===== config.mk =====
export PLATFORM = sky130hd
export DESIGN_NAME = inst_fetch_flat
export DESIGN_NICKNAME = d
export VERILOG_FILES = /design/src/rtl/inst_fetch_pkg.sv /design/src/rtl/inst_fetch_if.sv /design/src/rtl/inst_fetch_pc_reg.sv /design/src/rtl/inst_fetch.sv /design/src/flat_wrapper.sv
export SDC_FILE = /design/constraint.sdc
export NUM_CORES = 1
export LEC_CHECK = 0
export CAP_MARGIN = 5
export CORE_MARGIN = 5
export CORE_UTILIZATION = 47
export CTS_CLUSTER_SIZE = 10
export DETAILED_ROUTE_END_ITERATION = 10
export PLACE_DENSITY = 0.85
export SYNTH_ARGS = -nofsm -noshare
export SYNTH_HDL_FRONTEND = slang
export SYNTH_HIERARCHICAL = 1
export SYNTH_SLANG_ARGS = --single-unit

===== constraint.sdc =====
create_clock -name clk -period 4.3 [get_ports clk]
set_input_delay 0.86 -clock clk [delete_from_list [all_inputs] [get_ports clk]]
set_output_delay 0.86 -clock clk [all_outputs]
set_load 0.02 [all_outputs]

===== src/rtl/inst_fetch_pkg.sv =====
// Shared constants for the instruction-fetch stage.
package inst_fetch_pkg;

  localparam int unsigned ADDR_W_DEF = 32;
  localparam int unsigned DATA_W_DEF = 32;

  localparam logic ENABLE  = 1'b1;
  localparam logic DISABLE = 1'b0;

  localparam logic [31:0] NOP_INST        = 32'h0000_0000;
  localparam logic [31:0] RESET_PC_DEF    = 32'h0000_0000;
  localparam int unsigned PC_STEP_DEF     = 4;
  localparam logic [31:0] WORD_ALIGN_MASK = ~32'h3;

endpackage : inst_fetch_pkg


===== src/rtl/inst_fetch_if.sv =====
// Fetch-stage bus: pipeline control in, ROM request/response, IF/ID out.
interface inst_fetch_if #(
  parameter int unsigned ADDR_W = 32,
  parameter int unsigned DATA_W = 32
);

  logic              stall;
  logic              branch_en;
  logic [ADDR_W-1:0] branch_target;
  logic              flush;
  logic [ADDR_W-1:0] flush_pc;
  logic              rom_ce;
  logic [ADDR_W-1:0] rom_addr;
  logic [DATA_W-1:0] rom_data;
  logic [ADDR_W-1:0] if_pc;
  logic [DATA_W-1:0] if_inst;
  logic              if_valid;

  // Fetch unit side.
  modport master (
    input  stall, branch_en, branch_target, flush, flush_pc, rom_data,
    output rom_ce, rom_addr, if_pc, if_inst, if_valid
  );

  // Pipeline / ROM side.
  modport slave (
    output stall, branch_en, branch_target, flush, flush_pc, rom_data,
    input  rom_ce, rom_addr, if_pc, if_inst, if_valid
  );

endinterface : inst_fetch_if


===== src/rtl/inst_fetch_pc_reg.sv =====
// Program counter and ROM chip-enable with next-PC selection.
module inst_fetch_pc_reg
  import inst_fetch_pkg::*;
#(
  parameter int unsigned       ADDR_W   = ADDR_W_DEF,
  parameter logic [ADDR_W-1:0] RESET_PC = ADDR_W'(RESET_PC_DEF),
  parameter int unsigned       PC_STEP  = PC_STEP_DEF
) (
  input  logic              clk,
  input  logic              rst,
  input  logic              stall_i,
  input  logic              branch_en_i,
  input  logic [ADDR_W-1:0] branch_target_i,
  input  logic              flush_i,
  input  logic [ADDR_W-1:0] flush_pc_i,
  output logic [ADDR_W-1:0] pc_o,
  output logic              rom_ce_o
);

  // Low two bits cleared, upper bits set, for any address width.
  localparam logic [ADDR_W-1:0] ALIGN_MASK = ~ADDR_W'(~WORD_ALIGN_MASK);

  logic [ADDR_W-1:0] pc_q, pc_d;
  logic              ce_q, ce_d;

  // Next-PC selection: flush beats stall beats branch beats increment.
  always_comb begin
    pc_d = pc_q;
    ce_d = ENABLE;
    if (ce_q == DISABLE) begin
      pc_d = pc_q;
    end else if (flush_i) begin
      pc_d = flush_pc_i & ALIGN_MASK;
    end else if (stall_i) begin
      pc_d = pc_q;
    end else if (branch_en_i) begin
      pc_d = branch_target_i & ALIGN_MASK;
    end else begin
      pc_d = pc_q + ADDR_W'(PC_STEP);
    end
  end

  // PC and chip-enable state; chip-enable rises on the first edge after reset.
  always_ff @(posedge clk or posedge rst) begin
    if (rst) begin
      pc_q <= RESET_PC & ALIGN_MASK;
      ce_q <= DISABLE;
    end else begin
      pc_q <= pc_d;
      ce_q <= ce_d;
    end
  end

  assign pc_o     = pc_q;
  assign rom_ce_o = ce_q;

endmodule : inst_fetch_pc_reg


===== src/rtl/inst_fetch.sv =====
// Instruction-fetch stage: drives the ROM and captures the IF/ID register.
module inst_fetch
  import inst_fetch_pkg::*;
#(
  parameter int unsigned       ADDR_W   = ADDR_W_DEF,
  parameter int unsigned       DATA_W   = DATA_W_DEF,
  parameter logic [ADDR_W-1:0] RESET_PC = ADDR_W'(RESET_PC_DEF),
  parameter int unsigned       PC_STEP  = PC_STEP_DEF
) (
  input  logic         clk,
  input  logic         rst,
  inst_fetch_if.master fetch_bus
);

  logic [ADDR_W-1:0] pc;
  logic              rom_ce;

  logic [ADDR_W-1:0] if_pc_q, if_pc_d;
  logic [DATA_W-1:0] if_inst_q, if_inst_d;
  logic              if_valid_q, if_valid_d;

  inst_fetch_pc_reg #(
    .ADDR_W   (ADDR_W),
    .RESET_PC (RESET_PC),
    .PC_STEP  (PC_STEP)
  ) u_pc_reg (
    .clk             (clk),
    .rst             (rst),
    .stall_i         (fetch_bus.stall),
    .branch_en_i     (fetch_bus.branch_en),
    .branch_target_i (fetch_bus.branch_target),
    .flush_i         (fetch_bus.flush),
    .flush_pc_i      (fetch_bus.flush_pc),
    .pc_o            (pc),
    .rom_ce_o        (rom_ce)
  );

  // IF/ID next value: bubble while ROM is off or on flush, hold on stall.
  always_comb begin
    if_pc_d    = if_pc_q;
    if_inst_d  = if_inst_q;
    if_valid_d = if_valid_q;
    if (rom_ce == DISABLE || fetch_bus.flush) begin
      if_pc_d    = '0;
      if_inst_d  = DATA_W'(NOP_INST);
      if_valid_d = DISABLE;
    end else if (!fetch_bus.stall) begin
      if_pc_d    = pc;
      if_inst_d  = fetch_bus.rom_data;
      if_valid_d = ENABLE;
    end
  end

  // IF/ID pipeline register.
  always_ff @(posedge clk or posedge rst) begin
    if (rst) begin
      if_pc_q    <= '0;
      if_inst_q  <= DATA_W'(NOP_INST);
      if_valid_q <= DISABLE;
    end else begin
      if_pc_q    <= if_pc_d;
      if_inst_q  <= if_inst_d;
      if_valid_q <= if_valid_d;
    end
  end

  assign fetch_bus.rom_ce   = rom_ce;
  assign fetch_bus.rom_addr = pc;
  assign fetch_bus.if_pc    = if_pc_q;
  assign fetch_bus.if_inst  = if_inst_q;
  assign fetch_bus.if_valid = if_valid_q;

endmodule : inst_fetch


===== src/flat_wrapper.sv =====
// flat-port wrapper written by rule: the top's interface ports become plain ports
module inst_fetch_flat import inst_fetch_pkg::*;
#(
  parameter int unsigned       ADDR_W   = ADDR_W_DEF,
  parameter int unsigned       DATA_W   = DATA_W_DEF,
  parameter logic [ADDR_W-1:0] RESET_PC = ADDR_W'(RESET_PC_DEF),
  parameter int unsigned       PC_STEP  = PC_STEP_DEF
)
  (clk, rst, fetch_bus_stall, fetch_bus_branch_en, fetch_bus_branch_target, fetch_bus_flush, fetch_bus_flush_pc, fetch_bus_rom_data, fetch_bus_rom_ce, fetch_bus_rom_addr, fetch_bus_if_pc, fetch_bus_if_inst, fetch_bus_if_valid);
  inst_fetch_if #(.ADDR_W(ADDR_W), .DATA_W(DATA_W)) fetch_bus_i ();
  input  logic clk;
  input  logic rst;
  input wire logic [$bits(fetch_bus_i.stall)-1:0] fetch_bus_stall;
  input wire logic [$bits(fetch_bus_i.branch_en)-1:0] fetch_bus_branch_en;
  input wire logic [$bits(fetch_bus_i.branch_target)-1:0] fetch_bus_branch_target;
  input wire logic [$bits(fetch_bus_i.flush)-1:0] fetch_bus_flush;
  input wire logic [$bits(fetch_bus_i.flush_pc)-1:0] fetch_bus_flush_pc;
  input wire logic [$bits(fetch_bus_i.rom_data)-1:0] fetch_bus_rom_data;
  output wire logic [$bits(fetch_bus_i.rom_ce)-1:0] fetch_bus_rom_ce;
  output wire logic [$bits(fetch_bus_i.rom_addr)-1:0] fetch_bus_rom_addr;
  output wire logic [$bits(fetch_bus_i.if_pc)-1:0] fetch_bus_if_pc;
  output wire logic [$bits(fetch_bus_i.if_inst)-1:0] fetch_bus_if_inst;
  output wire logic [$bits(fetch_bus_i.if_valid)-1:0] fetch_bus_if_valid;
  assign fetch_bus_i.stall = fetch_bus_stall;
  assign fetch_bus_i.branch_en = fetch_bus_branch_en;
  assign fetch_bus_i.branch_target = fetch_bus_branch_target;
  assign fetch_bus_i.flush = fetch_bus_flush;
  assign fetch_bus_i.flush_pc = fetch_bus_flush_pc;
  assign fetch_bus_i.rom_data = fetch_bus_rom_data;
  assign fetch_bus_rom_ce = fetch_bus_i.rom_ce;
  assign fetch_bus_rom_addr = fetch_bus_i.rom_addr;
  assign fetch_bus_if_pc = fetch_bus_i.if_pc;
  assign fetch_bus_if_inst = fetch_bus_i.if_inst;
  assign fetch_bus_if_valid = fetch_bus_i.if_valid;
  inst_fetch #(.ADDR_W(ADDR_W), .DATA_W(DATA_W), .RESET_PC(RESET_PC), .PC_STEP(PC_STEP)) u_core (.clk(clk), .rst(rst), .fetch_bus(fetch_bus_i));
endmodule

==> Word-level counts from Yosys, hierarchy flattened <==
Index checks and enable logic that the tools add are counted.
{ "totals": {"in_bits": 101, "out_inout_bits": 98, "ff_bits": 98} }
{ "op_classes": {"mux": 9, "eq_ne": 2, "addsub": 1, "n_reduce_logical": 2, "bitwise_logic": 1} }
{ "ops": {"columns": ["operator", "count"], "rows": [
  ["$mux 32", 7],
  ["$add 32x3->32 const B", 1],
  ["$ne 2x1->1 const B", 2],
  ["$mux 1", 2],
  ["$reduce_and 2->1", 1],
  ["$logic_or 1x1->1", 1],
  ["$not 1->1", 1]
]} }

==> Depth between registers and ports, before layout <==
Gate-level depths: netlist of run 1.
{ "depth": {"word_depth": 4, "ltp_mapped": 7, "mapped_depth_nobuf": 6} }

==> By module <==
The synthesis of run 1 kept the hierarchy.
{ "modules_own_cells": {"columns": ["module", "cells_each", "area_each_um2", "instances"], "rows": [
  ["inst_fetch", 211, 2653.8, 1],
  ["inst_fetch_pc_reg", 300, 2328.5, 1]
]} }

==> Least setup slack after synthesis of run 1 <==
OpenSTA, ideal clock, no wires.
{ "synth_path": {"path_type": "flip-flop to flip-flop", "start": "register u_core.u_pc_reg.pc_q[2], in the netlist u_core/u_pc_reg/pc_o[2]", "end": "register u_core.u_pc_reg.pc_q[30], in the netlist u_core/u_pc_reg/pc_o[30]", "stages_incl_launch_ff": 7, "t_arrival_ns": 2.232, "t_required_ns": 4.175, "slack_ns": 1.943, "period_less_slack_ns": 2.357, "path_cell_list": "dfrtp_1 > ha_1 > clkbuf_1 > nand3_1 > or4_4 > nor3_1 > mux2_2"} }
{ "synth_via": {"elab_chain_len": 4} }
{ "synth_lines": {"columns": ["element", "line", "text"], "rows": [
  ["from (decl)", "inst_fetch_pc_reg.sv:23", "logic [ADDR_W-1:0] pc_q, pc_d;"],
  ["from (signal assigned)", "inst_fetch_pc_reg.sv:46", "pc_q <= RESET_PC & ALIGN_MASK;"],
  ["from (signal assigned)", "inst_fetch_pc_reg.sv:49", "pc_q <= pc_d;"],
  ["$add 32x3->32", "inst_fetch_pc_reg.sv:39", "pc_d = pc_q + ADDR_W'(PC_STEP);"],
  ["$mux 32", "inst_fetch_pc_reg.sv:36", "end else if (branch_en_i) begin"],
  ["$mux 32", "inst_fetch_pc_reg.sv:34", "end else if (stall_i) begin"],
  ["$mux 32", "inst_fetch_pc_reg.sv:32", "end else if (flush_i) begin"]
]} }
No other way between the ends. The select of a mux whose other input is x is not followed.
A chain may end at the register's enable or synchronous reset.

==> Final worst setup path of run 1 <==
{ "layout_path": {"start": "input port fetch_bus_flush", "end": "register u_core.u_pc_reg.pc_q[29], in the netlist u_core/u_pc_reg/pc_o[29]"} }
{ "layout_via": {"elab_chain_len": 2, "elab_cells_between_ends": 3, "cone_classes": "1 x eq/ne; 1 x mux; 1 x reduce/logical"} }
{ "layout_lines": {"columns": ["element", "line", "text"], "rows": [
  ["from (decl)", "flat_wrapper.sv:16", "input wire logic [$bits(fetch_bus_i.flush)-1:0] fetch_bus_flush;"],
  ["$ne 2x1->1 (no source line)", null, null],
  ["$reduce_and 2->1 (no source line)", null, null]
]} }
Parallel ways exist; a longest one is shown, timed or not.

==> results of run 1 <==
[layout by cell type, fill, tap and decap left out, types with 10 or more instances in the layout]
cell,count
a21oi_1,28
inv_1,12
o21ai_0,25
buf_4,10
and3_1,10
clkdlybuf4s50_1,191
nor2_1,83
dfrtp_1,96
nand3_1,15
nand2_1,32
mux2i_1,67
[where the power goes]
part,switching (mW),internal (mW),total (mW)
Sequential,0.106,0.971,1.08
Clock,0.330,0.273,0.603
Combinational,0.303,0.310,0.613
Total,0.739,1.55,2.29
[routing by layer]
metal | global-route usage, % | up-vias | share of wire, %
li1 | - | 2147 | -
met1 | 31.1 | 2253 | 40
met2 | 41.4 | 227 | 49
met3 | 4.60 | 30 | 7.5
met4 | 7.85 | 0 | 2.7
met5 | 0 | - | 0
[worst reg2reg max path: stages (launching register included)]
cell and delay (ns):
dfrtp_1 0.52, and4_1 0.45, nand3_1 0.43, nor4_1 0.68
mux2_2 0.40, a21o_1 0.18
[stage by stage]
stage               cell area, um2  hold slack [ns]  instances
detailed placement            6910            0.512        810
finish                        7100            0.529        825
CTS                           7100            0.531        825
floorplan                     4990            0.606        512
global route                  7100            0.553        825
global placement              6910            0.503        810
[state kept, by name, summed over array words and instances, names as in the netlist]
| signal | flops |
|---|---|
| u_core/u_pc_reg/pc_o | 30 |
| u_core/fetch_bus.if_valid | 1 |
| u_core/fetch_bus.if_inst | 32 |
| u_core/fetch_bus.if_pc | 32 |
| u_core/u_pc_reg/rom_ce_o | 1 |
[final cells by class]
cell class / count / share of cell area [%]
Multi-Input combinational cell: 364 / 32.4
Tap cell: 136 / 2.40
Clock inverter: 5 / 0.916
Inverter: 13 / 0.687
Clock buffer: 10 / 1.80
Sequential cell: 96 / 33.8
Timing Repair Buffer: 201 / 28.0
[path summary, 6_finish.rpt]
check | from | end | depth (start not counted)
setup / recovery | fetch_bus_flush | u_core/u_pc_reg/pc_o[29]$_DFFE_PP0P_ | 7
hold / removal | u_core/fetch_bus.if_valid$_DFFE_PP0P_ | u_core/fetch_bus.if_valid$_DFFE_PP0P_ | 2
setup reg to reg | u_core/u_pc_reg/pc_o[4]$_DFFE_PP0P_ | u_core/u_pc_reg/pc_o[31]$_DFFE_PP0P_ | 5
hold reg to reg | u_core/fetch_bus.if_valid$_DFFE_PP0P_ | u_core/fetch_bus.if_valid$_DFFE_PP0P_ | 2
max in group asynchronous | rst | u_core/fetch_bus.if_pc[16]$_DFFE_PP0P_ | 3
min in group asynchronous | rst | u_core/u_pc_reg/pc_o[21]$_DFFE_PP0P_ | 2
[logic make-up after synthesis]
group                      after synthesis  share of synthesized area, %
AOI/OAI and AO/OA                       96                          12.4
xor gates and xnor gates                15                          2.64
adders and majority gates                1                         0.251
buffers and inverters                   52                          5.70
DFF                                     96                          48.2
muxes                                   69                          13.9
other                                    2                         0.151
and+or+nand+nor                        180                          16.7
==> out/metrics.yaml, run 1 <==
cts:
  clock-sinks: 96
  clkTransAtPathRegs_ns: 0.09
  clockBufferDepth: 2
  cts_hold_buffers: 0
  cts_tree: "built"
  cts_resized: 0
  cts_made_buffers: 9
  post-cts-setup-buffer-count: 0
  htree_levels: 3
  root_buffer: "clkbuf_8"
  clk_latency_ns: 0.36
synthesis:
  synth_cell_types: 51
  synth_area_leaders: "dfrtp_1 48%, mux2i_1 13%, nor2_1 6.3%"
  synth_top_cells_by_count: "96 x dfrtp_1, 83 x nor2_1, 67 x mux2i_1"
  syn_inst: 511
  synth_area_um2: 4980
  synth_edf_count: 0
  seq_area_frac_synth_pct: 48.2
  yosysWarnings: 6
  synth_top_area_share_pct: 48.2
  yosysTopAreaCell: "dfrtp_1"
  async_reset_ff_share_pct: 100
  ys_seq_elements: 96
  synth_ff_type: "dfrtp_1"
  syn_avg_cell_area_um2: 9.75
  yosys.cell_count.top_type: "dfrtp_1"
setup_path:
  crit_path_end_kind: "register"
  cp.required_ns: 4.54
  critPathLaunchType: "input pin"
  slowest_delay_ns: 0.65
  critPathBufInv: 3
  path_delay_family: "buffers and inverters"
  cp.arrival_ns: 3.04
  cpMaxStageDelayCell: "clkdlybuf4s50_1"
  crit_fanout: 34
  ff2ff_setup_slack_ns: 1.54
  path_cells: "clkdlybuf4s50_1 -> buf_4 -> inv_1 -> o21bai_1 -> nor2_1 -> a222oi_1 -> o2bb2ai_1"
  crit_type: "in -> reg"
drt:
  finalWirelength_mm: 15.4
  drtAntennaViolNets: 0
  drt_pass1_iterations: 5
  vias_per_cell: 5.64
  wl_per_cell_um: 18.7
  first_iter_violations: 423
  drc: 0
  via_count: 4657
sta:
  fin_worst_skew_ns: 0.0109
  setup_viol: 0
  max_slew_margin_pct: 42.1
  min_period_ns: 2.80
  finalSetupTns_ns: 0
  worst_pin_slew_ns: 0.867
  rsz0062_at_grt: "no"
  maxSlewViolCount: 0
  setup_ws_ns: 1.50
  fmax_mhz: 357
  finalHoldViolCount: 0
  fin_crit_sh_pct: 65.2
die:
  start_util_pct: 48.3
  rows: 37
  die_area_um2: 12800
  fp.dieW_um: 113
  die_h_um: 113
  design.core.area_um2: 10300
  num_io_pins: 199
cells_and_area:
  diodes: 0
  nNetsFinal: 787
  seqCellArea_um2: 2400
  finish.utilization_pct: 68.8
  multiInputGateArea_um2: 2300
  fillers: 798
  syn_to_final_growth_pct: 42.6
  layout-drive-gt1-share_pct: 4.79
global_routing:
  grt_max_degree: 51
  grt_antenna_before_repair: 0
  globalRouteOverflowTotal: 0
  grt_pass1_vias: 4831
  grt_use_total_pct: 24.2
  grt_pass1_wl_mm: 25.1
power:
  ir_drop_mv: 0.172
  power_mw: 2.29
  p_leak_nw: 3.09
  powerDensity_nw_per_um2: 323
placed_design:
  port-buffer-count: 192
  gp_routability_congestion: 0.812
  dp_hpwl_mm: 11.3
  place_ws_ns: 1.18
run_status:
  status: "finished, final reports clean"
job:
  max_cap_viol_count: 0
hold_path:
  hold_class: "reg -> reg"
No activity file was read; power rests on OpenSTA's default activity.
==> run 2, diff against run 1 <==
- CORE_UTILIZATION: 47 -> 44
- PLACE_DENSITY: 0.85 -> 0.8
- clock period: 4.3 -> 2.8 ns (I/O delays scaled with it)
==> out/metrics.yaml, run 2 (same netlist as run 1, synthesis figures left out) <==
setup_path:
  worstSetupStartpoint: "u_core/u_pc_reg/pc_o[6]$_DFFE_PP0P_"  # was fetch_bus_flush
  endpoint: "u_core/u_pc_reg/pc_o[31]$_DFFE_PP0P_"  # was u_core/u_pc_reg/pc_o[29]$_DFFE_PP0P_
  r2r_cells: 5  # unchanged
  cp.arrival_ns: 2.57  # was 3.04 ns
  critPathLaunchType: "register"  # was input pin
  r2r_start: "u_core/u_pc_reg/pc_o[6]$_DFFE_PP0P_"  # was u_core/u_pc_reg/pc_o[4]$_DFFE_PP0P_
  crit_type: "reg -> reg"  # was in -> reg
  reg2reg_to: "u_core/u_pc_reg/pc_o[31]$_DFFE_PP0P_"  # unchanged
  cp.required_ns: 3.03  # was 4.54 ns
  ff2ff_setup_slack_ns: 0.46  # was 1.54 ns
  crit_path_end_kind: "register"  # unchanged
  crit_fanout: 8  # was 34
global_routing:
  globalRouteOverflowTotal: 0  # unchanged
  grt_pass1_wl_mm: 24.6  # was 25.1 mm
  grt_antenna_before_repair: 0  # unchanged
  grt_pass1_vias: 4878  # was 4831
  grt_use_total_pct: 22.9  # was 24.2%
  grt_max_degree: 49  # was 51
placed_design:
  placed_area_um2: 7020  # was 6910 um2
  dp_hpwl_mm: 11.3  # about the same
  gp_routability_congestion: 0.807  # was 0.812
  port-buffer-count: 192  # unchanged
drt:
  finalWirelength_mm: 15.4  # about the same
  wl_per_cell_um: 18.4  # was 18.7 um
  drt_pass1_iterations: 5  # unchanged
  drtAntennaViolNets: 0  # unchanged
  vias_per_cell: 5.55  # was 5.64
  drc: 0  # unchanged
  first_iter_violations: 347  # was 423
  via_count: 4654  # was 4657
cells_and_area:
  syn_to_final_growth_pct: 46.1  # was 42.6%
  final_area_um2: 7280  # was 7100 um2
  diodes: 0  # unchanged
  layout_common_cells: "191 x clkdlybuf4s50_1, 96 x dfrtp_1, 83 x nor2_1, 67 x mux2i_1, 32 x nand2_1"  # unchanged
  nNetsFinal: 797  # was 787
  layout_commonest_cell: "clkdlybuf4s50_1"  # unchanged
  layout-drive-gt1-share_pct: 6.01  # was 4.79%
  fillers: 887  # was 798
die:
  die_h_um: 116  # was 113 um
  start_util_pct: 45.4  # was 48.3%
  design.core.area_um2: 11000  # was 10300 um2
  die_area_um2: 13600  # was 12800 um2
  rows: 38  # was 37
  fp.dieW_um: 116  # was 113 um
  num_io_pins: 199  # unchanged
sta:
  setup_viol: 0  # unchanged
  min_period_ns: 2.34
  rsz0062_at_grt: "no"  # unchanged
  fin_worst_skew_ns: 0.00874  # was 0.0109 ns
  maxSlewViolCount: 0  # unchanged
  max_slew_margin_pct: 46.0  # was 42.1%
  fmax_mhz: 427
  worst_pin_slew_ns: 0.809  # was 0.867 ns
  fin_crit_sh_pct: 83.6
  finalSetupTns_ns: 0  # unchanged
  finalHoldViolCount: 0  # unchanged
cts:
  root_buffer: "clkbuf_16"  # was clkbuf_8
  cts_made_buffers: 9  # unchanged
  htree_levels: 3  # unchanged
  clock-sinks: 96  # unchanged
  cts_tree: "built"  # unchanged
  cts_hold_buffers: 0  # unchanged
  cts_resized: 0  # unchanged
  post-cts-setup-buffer-count: 0  # unchanged
  clk_latency_ns: 0.34  # was 0.36 ns
  clkTransAtPathRegs_ns: 0.06  # was 0.09 ns
  clockBufferDepth: 2  # unchanged
run_status:
  status: "finished, final reports clean"  # unchanged
hold_path:
  hold_class: "reg -> reg"  # unchanged
power:
  powerDensity_nw_per_um2: 514  # was 323 nW/um2
  ir_drop_mv: 0.347  # was 0.172 mV
  p_leak_nw: 3.19  # was 3.09 nW
job:
  max_cap_viol_count: 0  # unchanged
-- run 2: stage by stage --
| stage | power (mW) | hold slack, ns | worst slack, ns | instances | util [%] |
|---|---|---|---|---|---|
| after floorplan | 2.14 | 0.606 | 0.443 | 512 | - |
| after global placement | 2.62 | 0.503 | 0.381 | 824 | 63.9 |
| after detailed placement | 2.64 | 0.512 | 0.314 | 824 | 63.9 |
| after CTS | 3.77 | 0.523 | 0.472 | 839 | 66.3 |
| after global routing | 3.92 | 0.556 | 0.321 | 839 | 66.3 |
| final | 3.74 | 0.519 | 0.460 | 839 | 66.3 |
-- run 2: layout make-up --
| cell class | count | area (um2) | area share (%) |
|---|---|---|---|
| clock inverter | 3 | 18.8 | 0.258 |
| sequential | 96 | 2400 | 33.0 |
| inverter | 13 | 48.8 | 0.670 |
| tap | 140 | 175 | 2.41 |
| timing repair buffer | 211 | 2090 | 28.7 |
| multi-input combinational | 364 | 2300 | 31.6 |
| clock buffer | 12 | 246 | 3.39 |
-- run 2: critical path: stages (launching register included) --
cell and delay (ns):
dfrtp_1 0.44, and4_1 0.41, nand3_1 0.21, nor4_1 0.59
mux2_2 0.41, a21o_1 0.18
-- run 2: how the worst min path moves through the flow --
stage	start	endpoint	slack, ns	depth (start not counted)
6_report	u_core/fetch_bus.if_valid$_DFFE_PP0P_	u_core/fetch_bus.if_valid$_DFFE_PP0P_	0.52	2
3_5_place_dp	u_core/fetch_bus.if_valid$_DFFE_PP0P_	u_core/fetch_bus.if_valid$_DFFE_PP0P_	0.51	2
2_1_floorplan	u_core/fetch_bus.if_valid$_DFFE_PP0P_	u_core/fetch_bus.if_valid$_DFFE_PP0P_	0.61	2
5_1_grt	u_core/fetch_bus.if_valid$_DFFE_PP0P_	u_core/fetch_bus.if_valid$_DFFE_PP0P_	0.56	2
4_1_cts	u_core/fetch_bus.if_valid$_DFFE_PP0P_	u_core/fetch_bus.if_valid$_DFFE_PP0P_	0.52	2
3_3_place_gp	u_core/fetch_bus.if_pc[11]$_DFFE_PP0P_	u_core/fetch_bus.if_pc[11]$_DFFE_PP0P_	0.50	2
-- run 2: power by group --
part           switching (mW)  internal (mW)
combinational           0.489          0.498
sequential              0.141           1.49
clock                   0.500          0.621
total                    1.13           2.61
-- run 2: per-layer routing --
| layer | GRT usage [%] | wire length (um) |
|---|---|---|
| met3 | 5.03 | 1360 |
| met4 | 7.12 | 305 |
| met1 | 29.4 | 6160 |
| met2 | 38.7 | 7600 |
| met5 | 0 | 0 |
==> run 3, diff against run 2 <==
- CORE_UTILIZATION: 44 -> 40
- PLACE_DENSITY: 0.8 -> 0.77
- clock period: 2.8 -> 2.1 ns (I/O delays scaled with it)
==> out/metrics.yaml, run 3 (same netlist as run 1, synthesis figures left out) <==
hold_path:
  hold_class: "in -> async"  # was reg -> reg
power:
  p_leak_nw: 3.34  # was 3.19 nW
  powerDensity_nw_per_um2: 675  # was 514 nW/um2
  power_mw: 5.14  # was 3.74 mW
  ir_drop_mv: 0.355  # was 0.347 mV
cells_and_area:
  layout_commonest_cell: "clkdlybuf4s50_1"  # unchanged
  fillers: 1017  # was 887
  syn_to_final_growth_pct: 52.8  # was 46.1%
  layout_common_cells: "191 x clkdlybuf4s50_1, 87 x dfrtp_1, 83 x nor2_1, 67 x mux2i_1, 50 x buf_4"  # was 191 x clkdlybuf4s50_1, 96 x dfrtp_1, 83 x nor2_1, 67 x mux2i_1, 32 x nand2_1
  finish.utilization_pct: 62.9  # was 66.3%
  diodes: 0  # unchanged
  nNetsFinal: 830  # was 797
  layout-drive-gt1-share_pct: 12.6  # was 6.01%
cts:
  root_buffer: "clkbuf_16"  # unchanged
  clkTransAtPathRegs_ns: 0.07  # was 0.06 ns
  htree_levels: 3  # unchanged
  clock-sinks: 96  # unchanged
  clockBufferDepth: 2  # unchanged
  clk_latency_ns: 0.35  # was 0.34 ns
  cts_made_buffers: 9  # unchanged
  cts_hold_buffers: 0  # unchanged
  cts_tree: "built"  # unchanged
drt:
  first_iter_violations: 417  # was 347
  drt_pass1_iterations: 6  # was 5
  drtAntennaViolNets: 0  # unchanged
  vias_per_cell: 5.34  # was 5.55
  drc: 0  # unchanged
  wl_per_cell_um: 18.1  # was 18.4 um
  finalWirelength_mm: 16.3  # was 15.4 mm
  via_count: 4808  # was 4654
sta:
  maxSlewViolCount: 0  # unchanged
  worst_pin_slew_ns: 0.535  # was 0.809 ns
  fin_worst_skew_ns: 0.0125  # was 0.00874 ns
  fin_crit_sh_pct: 95.3  # was 83.6%
  setup_viol: 0  # unchanged
  min_period_ns: 2.00  # was 2.34 ns
  fmax_mhz: 500  # was 427 MHz
  rsz0062_at_grt: "no"  # unchanged
  finalHoldViolCount: 0  # unchanged
  max_slew_margin_pct: 64.2  # was 46.0%
setup_path:
  slowest_delay_ns: 0.37  # was 0.59 ns
  cp.required_ns: 2.38  # was 3.03 ns
  path_cells: "and4_1 -> nand3_1 -> buf_4 -> or2_2 -> o41ai_1 -> a22o_1"  # was and4_1 -> nand3_1 -> nor4_1 -> mux2_2 -> a21o_1
  crit_fanout: 10  # was 8
  crit_path_end_kind: "register"  # unchanged
  cp.arrival_ns: 2.28  # was 2.57 ns
  crit_type: "reg -> reg"  # unchanged
  cpMaxStageDelayCell: "o41ai_1"  # was nor4_1
  critPathLaunchType: "register"  # unchanged
global_routing:
  grt_pass1_vias: 5038  # was 4878
  grt_antenna_before_repair: 0  # unchanged
  globalRouteOverflowTotal: 0  # unchanged
  grt_pass1_wl_mm: 26.1  # was 24.6 mm
  grt_max_degree: 67  # was 49
  grt_use_total_pct: 22.4  # was 22.9%
placed_design:
  port-buffer-count: 192  # unchanged
  dp_hpwl_mm: 12.2  # was 11.3 mm
  gp_routability_congestion: 0.889  # was 0.807
run_status:
  status: "finished, final reports clean"  # unchanged
die:
  start_util_pct: 41.1  # was 45.4%
  design.core.area_um2: 12100  # was 11000 um2
  die_h_um: 122  # was 116 um
  num_io_pins: 199  # unchanged
  die_area_um2: 14800  # was 13600 um2
  fp.dieW_um: 122  # was 116 um
  rows: 40  # was 38
job:
  max_cap_viol_count: 0  # unchanged
[run 3: timing repair]
| action | CTS | global route |
|---|---|---|
| resized for setup | 0 | 4 |
| setup endpoints to repair | 0 | 4 |
| setup buffers | 0 | 1 |
[run 3: area by class of cell]
class | instances | area (um2) | share of cell area [%]
Multi-Input combinational cell | 364 | 2330 | 30.6
Sequential cell | 96 | 2410 | 31.7
Clock buffer | 10 | 229 | 3.01
Tap cell | 168 | 210 | 2.76
Clock inverter | 6 | 36.3 | 0.477
Timing Repair Buffer | 244 | 2350 | 30.8
Inverter | 13 | 48.8 | 0.641
[run 3: critical path: cells and delay by family (launching register included)]
family	cells	cell delay [ns]
simple gates	3	0.78
flops	1	0.36
compound gates	2	0.57
buf+inv	1	0.22
[run 3: metal layers]
layer,share of wire [%],up-vias,wire length [um],track usage [%]
li1,-,2227,-,-
met1,39,2307,6420,27.6
met2,50,232,8200,37.8
met3,6.9,42,1130,4.13
met4,3.4,0,563,11.2
met5,0,-,0,0
[run 3: final timing paths]
kind | cells past startpoint | from | endpoint | slack [ns]
max in group asynchronous | 3 | rst | u_core/fetch_bus.if_pc[10]$_DFFE_PP0P_ | 1.11
worst min register to register | 2 | u_core/fetch_bus.if_inst[30]$_DFFE_PP0P_ | u_core/fetch_bus.if_inst[30]$_DFFE_PP0P_ | 0.52
worst min-delay path | 2 | rst | u_core/fetch_bus.if_pc[24]$_DFFE_PP0P_ | 0.38
worst max register to register | 6 | u_core/u_pc_reg/pc_o[4]$_DFFE_PP0P_ | u_core/u_pc_reg/pc_o[20]$_DFFE_PP0P_ | 0.1
min in group clk | 2 | u_core/fetch_bus.if_inst[30]$_DFFE_PP0P_ | u_core/fetch_bus.if_inst[30]$_DFFE_PP0P_ | 0.52
worst max-delay path | 6 | u_core/u_pc_reg/pc_o[4]$_DFFE_PP0P_ | u_core/u_pc_reg/pc_o[20]$_DFFE_PP0P_ | 0.1
[run 3: power breakdown]
group | switching [mW] | internal (mW) | total [mW] | leakage [nW]
combinational | 0.761 | 0.755 | 1.52 | 1.96
sequential | 0.117 | 1.99 | 2.11 | 1.25
clock | 0.710 | 0.797 | 1.51 | 0.132
[run 3: stage by stage]
stage / hold WS, ns / setup slack [ns] / setup TNS (ns) / cell area, um2 / instances
after global routing: 0.417 / 0.0107 / 0 / 7610 / 901
after CTS: 0.386 / 0.0640 / 0 / 7590 / 900
after detailed placement: 0.511 / -0.160 / -0.471 / 7320 / 884
final: 0.382 / 0.0991 / 0 / 7610 / 901
after global placement: 0.503 / -0.0978 / -0.290 / 7320 / 884
after floorplan: 0.523 / 0.0108 / 0 / 5010 / 512
